===== src/rtl/gpu_disp_pkg.sv =====
// Shared display-path types and helpers: fetch FSM states, screen geometry
// and the 15-bit to 24-bit colour expansion used by the row fetcher.
package gpu_disp_pkg;

  localparam int SCREEN_W  = 640;
  localparam int VRAM_LINE = 1024;

  typedef enum logic [1:0] {
    IDLE  = 2'd0,
    ISSUE = 2'd1,
    DRAIN = 2'd2
  } fetch_state_t;

  // Replicate the top bits into the low bits so full scale maps to 8'hFF
  function automatic logic [23:0] rgb555_to_888(input logic [14:0] px);
    logic [4:0] r5;
    logic [4:0] g5;
    logic [4:0] b5;
    r5 = px[4:0];
    g5 = px[9:5];
    b5 = px[14:10];
    return {b5, b5[4:2], g5, g5[4:2], r5, r5[4:2]};
  endfunction

endpackage


===== src/rtl/vram_row_fetch_if.sv =====
// VRAM read port: request/grant on the way out, in-order data returns back.
interface vram_row_fetch_if #(
  parameter int AW = 19
);
  logic          mem_re;
  logic [AW-1:0] mem_addr;
  logic          mem_gnt;
  logic          mem_rvalid;
  logic [15:0]   mem_rdata;

  modport master (
    output mem_re, mem_addr,
    input  mem_gnt, mem_rvalid, mem_rdata
  );

  modport slave (
    input  mem_re, mem_addr,
    output mem_gnt, mem_rvalid, mem_rdata
  );
endinterface


===== src/rtl/vram_row_fetch_req_sync.sv =====
// Brings the scan-out row request into this clock domain and turns its
// rising edge into a single-cycle event.
module vram_row_fetch_req_sync (
  input  logic clk_33MHz,
  input  logic rst_n,
  input  logic req_in,
  output logic req_evt
);

  logic [1:0] sync_reg;
  logic       level_dly_reg;

  // Two-flop synchronizer followed by one delay stage for edge detection
  always_ff @(posedge clk_33MHz or negedge rst_n) begin
    if (!rst_n) begin
      sync_reg      <= 2'b00;
      level_dly_reg <= 1'b0;
    end else begin
      sync_reg      <= {sync_reg[0], req_in};
      level_dly_reg <= sync_reg[1];
    end
  end

  assign req_evt = sync_reg[1] & ~level_dly_reg;

endmodule


===== src/rtl/vram_row_fetch.sv =====
// Fetches one display row of 15-bit pixels from VRAM, expands them to 24-bit
// RGB and streams them into the scan-out row buffer. Keeps at most MAX_OUTST
// reads in flight and queues one further row request while busy.
module vram_row_fetch
  import gpu_disp_pkg::*;
#(
  parameter int ROW_W     = SCREEN_W,
  parameter int VRAM_XW   = $clog2(VRAM_LINE),
  parameter int VRAM_AW   = 19,
  parameter int MAX_OUTST = 4
) (
  input  logic                       clk_33MHz,
  input  logic                       rst_n,
  input  logic                       enable,
  input  logic                       row_req,
  input  logic [VRAM_AW-VRAM_XW-1:0] row_y,
  input  logic [VRAM_XW-1:0]         x_tl,
  vram_row_fetch_if.master           mem,
  output logic                       row_we,
  output logic [$clog2(ROW_W)-1:0]   row_x,
  output logic [23:0]                row_data,
  output logic                       busy,
  output logic                       overrun
);

  localparam int CNT_W = $clog2(ROW_W) + 1;
  localparam int RXW   = $clog2(ROW_W);
  localparam int YW    = VRAM_AW - VRAM_XW;
  localparam logic [CNT_W-1:0] ROW_CNT = CNT_W'(ROW_W);
  localparam logic [CNT_W-1:0] OUT_MAX = CNT_W'(MAX_OUTST);

  fetch_state_t       state_reg, state_next;
  logic [CNT_W-1:0]   issued_reg, returned_reg;
  logic [YW-1:0]      y_lat_reg, pend_y_reg;
  logic [VRAM_XW-1:0] x_lat_reg, pend_x_reg;
  logic               pend_reg, overrun_reg;
  logic               row_we_reg;
  logic [RXW-1:0]     row_x_reg;
  logic [23:0]        row_data_reg;

  logic               req_evt, req_ok;
  logic               load_req, load_pend;
  logic               can_issue, ret_take;
  logic [CNT_W-1:0]   in_flight;

  vram_row_fetch_req_sync u_req_sync (
    .clk_33MHz (clk_33MHz),
    .rst_n     (rst_n),
    .req_in    (row_req),
    .req_evt   (req_evt)
  );

  assign req_ok    = req_evt & enable;
  assign in_flight = issued_reg - returned_reg;
  assign can_issue = (state_reg == ISSUE) && (issued_reg < ROW_CNT) && (in_flight < OUT_MAX);
  assign ret_take  = mem.mem_rvalid && (state_reg != IDLE);

  assign mem.mem_re   = can_issue;
  assign mem.mem_addr = can_issue ? {y_lat_reg, x_lat_reg + issued_reg[VRAM_XW-1:0]} : '0;

  assign busy     = (state_reg != IDLE);
  assign overrun  = overrun_reg;
  assign row_we   = row_we_reg;
  assign row_x    = row_x_reg;
  assign row_data = row_data_reg;

  // State register
  always_ff @(posedge clk_33MHz or negedge rst_n) begin
    if (!rst_n) state_reg <= IDLE;
    else        state_reg <= state_next;
  end

  // Next state; a request arriving as a row finishes wins over the pending one
  always_comb begin
    state_next = state_reg;
    load_req   = 1'b0;
    load_pend  = 1'b0;
    case (state_reg)
      IDLE: begin
        if (req_ok) begin
          state_next = ISSUE;
          load_req   = 1'b1;
        end
      end
      ISSUE: begin
        if (issued_reg == ROW_CNT) state_next = DRAIN;
      end
      DRAIN: begin
        if (returned_reg == ROW_CNT) begin
          if (req_ok) begin
            state_next = ISSUE;
            load_req   = 1'b1;
          end else if (pend_reg) begin
            state_next = ISSUE;
            load_pend  = 1'b1;
          end else begin
            state_next = IDLE;
          end
        end
      end
      default: state_next = IDLE;
    endcase
  end

  // One-deep pending slot; losing a queued request flags overrun
  always_ff @(posedge clk_33MHz or negedge rst_n) begin
    if (!rst_n) begin
      pend_reg    <= 1'b0;
      pend_y_reg  <= '0;
      pend_x_reg  <= '0;
      overrun_reg <= 1'b0;
    end else if (req_ok && busy && !load_req) begin
      pend_reg   <= 1'b1;
      pend_y_reg <= row_y;
      pend_x_reg <= x_tl;
      if (pend_reg) overrun_reg <= 1'b1;
    end else if (load_pend) begin
      pend_reg <= 1'b0;
    end else if (load_req && pend_reg) begin
      pend_reg    <= 1'b0;
      overrun_reg <= 1'b1;
    end
  end

  // Row origin latches and issue/return counters
  always_ff @(posedge clk_33MHz or negedge rst_n) begin
    if (!rst_n) begin
      y_lat_reg    <= '0;
      x_lat_reg    <= '0;
      issued_reg   <= '0;
      returned_reg <= '0;
    end else if (load_req) begin
      y_lat_reg    <= row_y;
      x_lat_reg    <= x_tl;
      issued_reg   <= '0;
      returned_reg <= '0;
    end else if (load_pend) begin
      y_lat_reg    <= pend_y_reg;
      x_lat_reg    <= pend_x_reg;
      issued_reg   <= '0;
      returned_reg <= '0;
    end else begin
      if (mem.mem_re && mem.mem_gnt) issued_reg <= issued_reg + 1'b1;
      if (ret_take)                  returned_reg <= returned_reg + 1'b1;
    end
  end

  // Row buffer write port, one cycle behind each accepted return
  always_ff @(posedge clk_33MHz or negedge rst_n) begin
    if (!rst_n) begin
      row_we_reg   <= 1'b0;
      row_x_reg    <= '0;
      row_data_reg <= '0;
    end else begin
      row_we_reg <= ret_take;
      if (ret_take) begin
        row_x_reg    <= returned_reg[RXW-1:0];
        row_data_reg <= rgb555_to_888(mem.mem_rdata[14:0]);
      end
    end
  end

endmodule

===== src/flat_wrapper.sv =====
// flat-port wrapper written by rule: the top's interface ports become plain ports
module vram_row_fetch_flat import gpu_disp_pkg::*;
#(
  parameter int ROW_W     = SCREEN_W,
  parameter int VRAM_XW   = $clog2(VRAM_LINE),
  parameter int VRAM_AW   = 19,
  parameter int MAX_OUTST = 4
)
  (clk_33MHz, rst_n, enable, row_req, row_y, x_tl, row_we, row_x, row_data, busy, overrun, mem_mem_re, mem_mem_addr, mem_mem_gnt, mem_mem_rvalid, mem_mem_rdata);
  vram_row_fetch_if mem_i ();
  input  logic clk_33MHz;
  input  logic rst_n;
  input  logic enable;
  input  logic row_req;
  input  logic [VRAM_AW-VRAM_XW-1:0] row_y;
  input  logic [VRAM_XW-1:0] x_tl;
  output logic row_we;
  output logic [$clog2(ROW_W)-1:0] row_x;
  output logic [23:0] row_data;
  output logic busy;
  output logic overrun;
  output wire logic [$bits(mem_i.mem_re)-1:0] mem_mem_re;
  output wire logic [$bits(mem_i.mem_addr)-1:0] mem_mem_addr;
  input wire logic [$bits(mem_i.mem_gnt)-1:0] mem_mem_gnt;
  input wire logic [$bits(mem_i.mem_rvalid)-1:0] mem_mem_rvalid;
  input wire logic [$bits(mem_i.mem_rdata)-1:0] mem_mem_rdata;
  assign mem_mem_re = mem_i.mem_re;
  assign mem_mem_addr = mem_i.mem_addr;
  assign mem_i.mem_gnt = mem_mem_gnt;
  assign mem_i.mem_rvalid = mem_mem_rvalid;
  assign mem_i.mem_rdata = mem_mem_rdata;
  vram_row_fetch #(.ROW_W(ROW_W), .VRAM_XW(VRAM_XW), .VRAM_AW(VRAM_AW), .MAX_OUTST(MAX_OUTST)) u_core (.clk_33MHz(clk_33MHz), .rst_n(rst_n), .enable(enable), .row_req(row_req), .row_y(row_y), .x_tl(x_tl), .mem(mem_i), .row_we(row_we), .row_x(row_x), .row_data(row_data), .busy(busy), .overrun(overrun));
endmodule

===== config.mk =====
export PLATFORM = sky130hd
export DESIGN_NAME = vram_row_fetch_flat
export DESIGN_NICKNAME = d
export VERILOG_FILES = /design/src/rtl/gpu_disp_pkg.sv /design/src/rtl/vram_row_fetch_if.sv /design/src/rtl/vram_row_fetch_req_sync.sv /design/src/rtl/vram_row_fetch.sv /design/src/flat_wrapper.sv
export SDC_FILE = /design/constraint.sdc
export NUM_CORES = 1
export LEC_CHECK = 0
export CAP_MARGIN = 40
export CORE_MARGIN = 8
export CORE_UTILIZATION = 48
export DETAILED_ROUTE_END_ITERATION = 8
export HOLD_SLACK_MARGIN = 0.08
export MAX_ROUTING_LAYER = met4
export PLACE_DENSITY_LB_ADDON = 0.05
export RECOVER_POWER = 25
export SLEW_MARGIN = 20
export SYNTH_ARGS = -nofsm -noshare
export SYNTH_HDL_FRONTEND = slang
export SYNTH_HIERARCHICAL = 1
export SYNTH_SLANG_ARGS = --single-unit

===== constraint.sdc =====
create_clock -name clk_33MHz -period 6.7 [get_ports clk_33MHz]
set_clock_uncertainty 0.2 [all_clocks]
set_input_delay 1.675 -clock clk_33MHz [delete_from_list [all_inputs] [get_ports clk_33MHz]]
set_output_delay 1.675 -clock clk_33MHz [all_outputs]
set_load 0.02 [all_outputs]

==> qor.yml, run 1 <==
startpoint_type: "flip-flop"
wl_per_cell_um: 16.32
cts.htree.levels: 3
initial_core_util: 0.4921
nFillCells: 886
p_leak_nw: 2.964
cts_setup_buffers: 0
rsz0062_at_grt: "no"
required_ns: 4.83
synthArstFlopShare: 1.000
status: "finished, violations left"
grt_max_degree: 41
yosys_warnings: 6
hpwl_um: 9181
gr-total-overflow: 0
synth_top_area_frac: 0.4581
dr.pass1.iters: 4
ys_top_cells_by_area: "dfrtp_1 (46%), nand2_1 (9.0%), ha_1 (5.4%)"
crit_type: "flip-flop to output port"
cts_tree: "yes"
peakVddDrop_uv: 137.9
dieArea_um2: 14130
synth_top_cell_by_area: "dfrtp_1"
postSynthCellCount: 535
r2r_slack_ns: 3.44
drive_gt1_frac: 0.1008
postCtsHoldBufs: 0
cp.arrival_ns: 3.81
max_freq_mhz: 175.9
multi_input_area_um2: 2526
core_um2: 10320
diodes: 0
crit_path_max_fanout: 15
largest_register_ffs: 15
grt_pass1_vias: 4136
period_needed_ns: 5.686
cts.clk_slew.worst_paths_ns: 0.10
violations: "capacitance limit, slew limit"
finalSetupTns_ns: 0
gp_congestion: 0.8597
hold_viol_final: 0
min_from: "u_core/u_req_sync/sync_reg[0]"
insertion_delay_ns: 0.36
synth_nets: 599
final_nets: 684
setup.worst_path.end_class: "output port"
syn_area_um2: 5080
stdcell_area_um2: 6322
cts_buffers: 9
fin_crit_sh: 0.8487
portBuffers: 96
vias: 4117
syn_to_final_growth_pct: 24.46
fin_hold_ws_ns: 0.1576
die_h_um: 118.9
slew_violations: 36
synth_ff_type: "dfrtp_1"
worst_pin_slew_ns: 1.946
setup_viol: 0
antenna_found_initial: 0
viasPerCell: 5.410
syn_avg_cell_area_um2: 9.495
drcViolationCount: 0
die_w_um: 118.9
ant_nets: 0
num_io_pins: 98
final_cells: 761
dpl.cell_count: 745
place_area_um2: 6115
synth_seq_cells: 93
slew_headroom: -0.2970
ys_types: 59
max_cap_viol_count: 1
grt_pass1_wl_um: 20500
seq_area_um2: 2327
power_density_nw_per_um2: 303.8
reg2reg_from: "u_core/returned_reg[2]"
yosysSeqAreaShare: 0.4581
cts_sinks: 93
drt-total-wl_um: 12420
drt-initial-drc-count: 236
track_usage: 0.1815
core.rowCount: 37
crit_path_start: "u_core/returned_reg[5]"
clock_path_buffers: 2
synth-edff-count: 0
min_path_type: "flip-flop to flip-flop"
total_power_mw: 1.920
root_buffer: "clkbuf_8"
cts_resized: 0
cell usage in the layout (no fill, tap or decap), types with 6 or more instances in the layout:
cell / count
ha_1: 22
a22oi_1: 20
nand4_1: 8
clkbuf_8: 10
nor2_1: 34
clkdlybuf4s50_1: 93
nor3_1: 7
dfrtp_1: 93
mux2i_1: 6
and3_1: 7
xnor2_1: 12
o21ai_0: 19
inv_1: 18
nand2_1: 122
mux2_2: 19
nand3_1: 11
xor2_1: 8
a21oi_1: 16
and2_1: 14
worst max-delay path, stage by stage (launching register included):
cell and delay (ns):
dfrtp_1 0.42, inv_1 0.18, ha_1 0.34, a21oi_1 0.38, nor3_1 0.12, nor4_1 0.20
nand4_1 0.14, and4b_1 0.33, nand4_4 0.17, inv_2 0.28, o2111a_1 0.27, clkdlybuf4s50_1 0.62
cells in the mapped netlist (all sizes together), types with 13 or more instances:
master and n:
o21ai 19, mux2 21, a22oi 20, buf 15, nand2 122, clkbuf 13, and2 15, dfrtp 93
inv 19, a21oi 16, nor2 35, ha 22
per-layer routing:
metal  global-route usage  up-vias  part of all wire
met1               0.2192     1985              0.44
li1                     -     2016                 -
met2               0.2988       99              0.50
met3              0.04110       17             0.045
met5                    -        -                 0
met4              0.05296        0             0.017
report_power, final:
group | leakage, nW | internal [mW] | switching, mW
Sequential | 1.17 | 0.689 | 0.0909
Combinational | 1.69 | 0.332 | 0.403
Clock | 0.107 | 0.190 | 0.215
metrics by stage:
step | utilization | setup slack, ns
finish | 0.6124 | 1.014
global route | 0.6124 | 0.7873
CTS | 0.6131 | 0.9759
detailed placement | 0.5923 | 1.422
global placement | 0.5904 | 1.460
floorplan | - | 2.235
area by class of cell:
class                           instances  share of cell area
Clock buffer                           10             0.02177
Clock inverter                          6             0.01227
Inverter                               20             0.01187
Multi-Input combinational cell        394              0.3996
Sequential cell                        93              0.3681
Tap cell                              136             0.02691
Timing Repair Buffer                  102              0.1595
logic make-up (layout without fill, tap and decap cells):
kind of cell | count (synthesis) | after routing | synth area share
compound gates | 84 | 84 | 0.1111
xor+xnor | 20 | 20 | 0.03448
fa+ha+maj | 23 | 23 | 0.05813
buf+inv | 48 | 138 | 0.04729
flops | 93 | 93 | 0.4581
mux | 27 | 27 | 0.05985
simple gates | 240 | 240 | 0.2310
worst paths after layout:
check	to	depth (start not counted)
setup / recovery	mem_mem_addr[9]	11
hold / removal	u_core/u_req_sync/sync_reg[1]	0
setup reg to reg	u_core/issued_reg[1]	9
hold reg to reg	u_core/u_req_sync/sync_reg[1]	0
max in group asynchronous	u_core/returned_reg[2]	2
min in group asynchronous	u_core/issued_reg[3]	1
No activity file was read; power rests on OpenSTA's default activity.
==> inputs of run 2 (changes only) <==
- clock period: 6.7 -> 5.45 ns (I/O delays scaled with it)
==> run 2 against run 1 <==
  * The flow still finishes with violations (capacitance limit, slew limit)
  * Die area is the same
  * Wire length decreased by 1.6%
  * Critical endpoint unchanged
  * Power is 20% higher
  * Clock power grew 5%
  * Sequential power grew 23%
  * Design area fell by 0.20%
  * Flip-flop and latch count unchanged
  * Critical path type unchanged
==> qor.yml, run 2 (same netlist as run 1, synthesis figures left out) <==
cts_setup_buffers: 0  # unchanged
insertion_delay_ns: 0.35  # about the same
hold_viol_final: 0  # unchanged
finalSetupTns_ns: 0  # unchanged
drt-initial-drc-count: 249  # +5.5%
antenna_found_initial: 0  # unchanged
fin_crit_sh: 0.9698
rsz0062_at_grt: "no"
worst_pin_slew_ns: 3.033  # +1.088 ns
min_path_type: "flip-flop to flip-flop"
portBuffers: 96  # unchanged
die_h_um: 118.9  # unchanged
gp_congestion: 0.9025  # +5.0%
wirelength_met1_um: 5660  # +3.5%
met3WireLength_um: 348  # -38%
ant_nets: 0  # unchanged
cp_slowest_stage_delay_ns: 0.61  # about the same
cts_buffers: 9  # unchanged
viasPerCell: 5.394  # -0.30%
drive_gt1_frac: 0.1038  # +0.003034
hold_depth: 0  # unchanged
core_um2: 10320  # unchanged
slew_violations: 57  # +58%
wl_per_cell_um: 16.03  # -1.8%
final_common_cell: "nand2_1"
required_ns: 3.89  # -0.94 ns
largest_register_ffs: 15  # unchanged
stdcell_area_um2: 6310  # -0.20%
p_leak_nw: 2.951  # -0.44%
drt-total-wl_um: 12220  # -1.6%
crit_type: "flip-flop to output port"
max_freq_mhz: 189.2
cp.arrival_ns: 3.72  # -0.09 ns
route.met2.wl_um: 5967  # -3.3%
cts_tree: "yes"
gr-total-overflow: 0  # unchanged
path_cells: "inv_1 > ha_1 > o21a_1 > or2_2 > and3_4 > mux2_4 > nor2_1 > nand4_4 > inv_6 > o2111a_1 > clkdlybuf4s50_1"
utilization: 0.6112  # -0.001212
reg2regPathDepth: 9  # unchanged
crit_path_max_fanout: 15  # unchanged
cts.htree.levels: 3  # unchanged
vias: 4110  # -0.17%
status: "finished, violations left"
period_needed_ns: 5.285
violations: "capacitance limit, slew limit"
slew_headroom: -1.022  # -0.7252
dieArea_um2: 14130  # unchanged
root_buffer: "clkbuf_8"
setup_viol: 0  # unchanged
grt_pass1_vias: 4184  # +1.2%
syn_to_final_growth_pct: 24.21
die_w_um: 118.9  # unchanged
setup.worst_path.end_class: "output port"
most-common-layout-cells: "nand2_1 (122), clkdlybuf4s50_1 (95), dfrtp_1 (93)"
cts.clk_slew.worst_paths_ns: 0.09  # about the same
peakVddDrop_uv: 161.7  # +17%
diodes: 0  # unchanged
hpwl_um: 8998  # -2.0%
num_io_pins: 98  # unchanged
place_area_um2: 6102  # -0.20%
max_cap_viol_count: 1  # unchanged
drcViolationCount: 0  # unchanged
dr.pass1.iters: 4  # unchanged
initial_core_util: 0.4921  # unchanged
track_usage: 0.1800  # -0.001495
clock_path_buffers: 2  # unchanged
startpoint_type: "flip-flop"
grt_pass1_wl_um: 20440  # -0.27%
power_density_nw_per_um2: 365.4  # +20%
core.rowCount: 37  # unchanged
cts_sinks: 93  # unchanged
dpl.cell_count: 745  # unchanged
final_cells: 762  # +0.13%
slowest_stage: "clkdlybuf4s50_1"
dr.max_layer_used: "met4"
final_nets: 686  # +0.29%
grt_max_degree: 60  # +46%
[run 2: per-stage QoR]
step / setup slack [ns] / hold WS, ns / power [mW]
2_1_floorplan: 1.298 / 0.1312 / 1.568
3_3_place_gp: 0.4912 / 0.1372 / 1.858
3_5_place_dp: 0.4292 / 0.1347 / 1.888
4_1_cts: 0.07238 / 0.1543 / 2.320
5_1_grt: 0.01473 / 0.1597 / 2.462
6_report: 0.1646 / 0.1536 / 2.306
[run 2: critical path: cells and delay by family, from the launching register on]
family                     cells  cell delay, ns
AOI/OAI and AO/OA              2            0.44
DFF                            1            0.39
and+or+nand+nor                4            0.90
buffers and inverters          3            1.00
adders and majority gates      1            0.33
muxes                          1            0.30
[run 2: worst paths after layout]
| path | start | end | slack [ns] |
|---|---|---|---|
| setup / recovery | u_core/returned_reg[2] | mem_mem_addr[9] | 0.16 |
| hold reg to reg | u_core/u_req_sync/sync_reg[0] | u_core/u_req_sync/sync_reg[1] | 0.15 |
| max in group asynchronous | rst_n | u_core/y_lat_reg[2] | 1.27 |
| hold / removal | u_core/u_req_sync/sync_reg[0] | u_core/u_req_sync/sync_reg[1] | 0.15 |
| setup reg to reg | u_core/returned_reg[2] | u_core/issued_reg[1] | 2.16 |
| min in group asynchronous | rst_n | u_core/issued_reg[1] | 0.63 |
[run 2: layout make-up]
cell class | count | area, um2
fillers | 900 | 4014
multi-input cells | 394 | 2532
flip-flops and latches | 93 | 2327
repair buffers | 104 | 1018
well taps | 136 | 170.2
clock buffers | 10 | 137.6
inverters | 20 | 80.08
clock inverters | 5 | 43.79
[run 2: what timing repair did]
| action | CTS | global route |
|---|---|---|
| endpoints found under the setup margin | 1 | 11 |
| resized for setup | 1 | 2 |
| hold buffers | 0 | 0 |
[run 2: layer usage]
layer,vias up,track usage
met5,-,-
met1,1997,0.2211
li1,2025,-
met2,77,0.2925
met4,0,0.07194
met3,11,0.02834
[run 2: power by group]
| part | internal [mW] | switching (mW) |
|---|---|---|
| clock | 0.181 | 0.243 |
| combinational | 0.417 | 0.503 |
| sequential | 0.847 | 0.114 |
==> inputs of run 3 (changes only) <==
- TNS_END_PERCENT: unset -> 100
==> results of run 3 <==
Same layout as run 2: the final DEF is identical, and so are final timing and power.
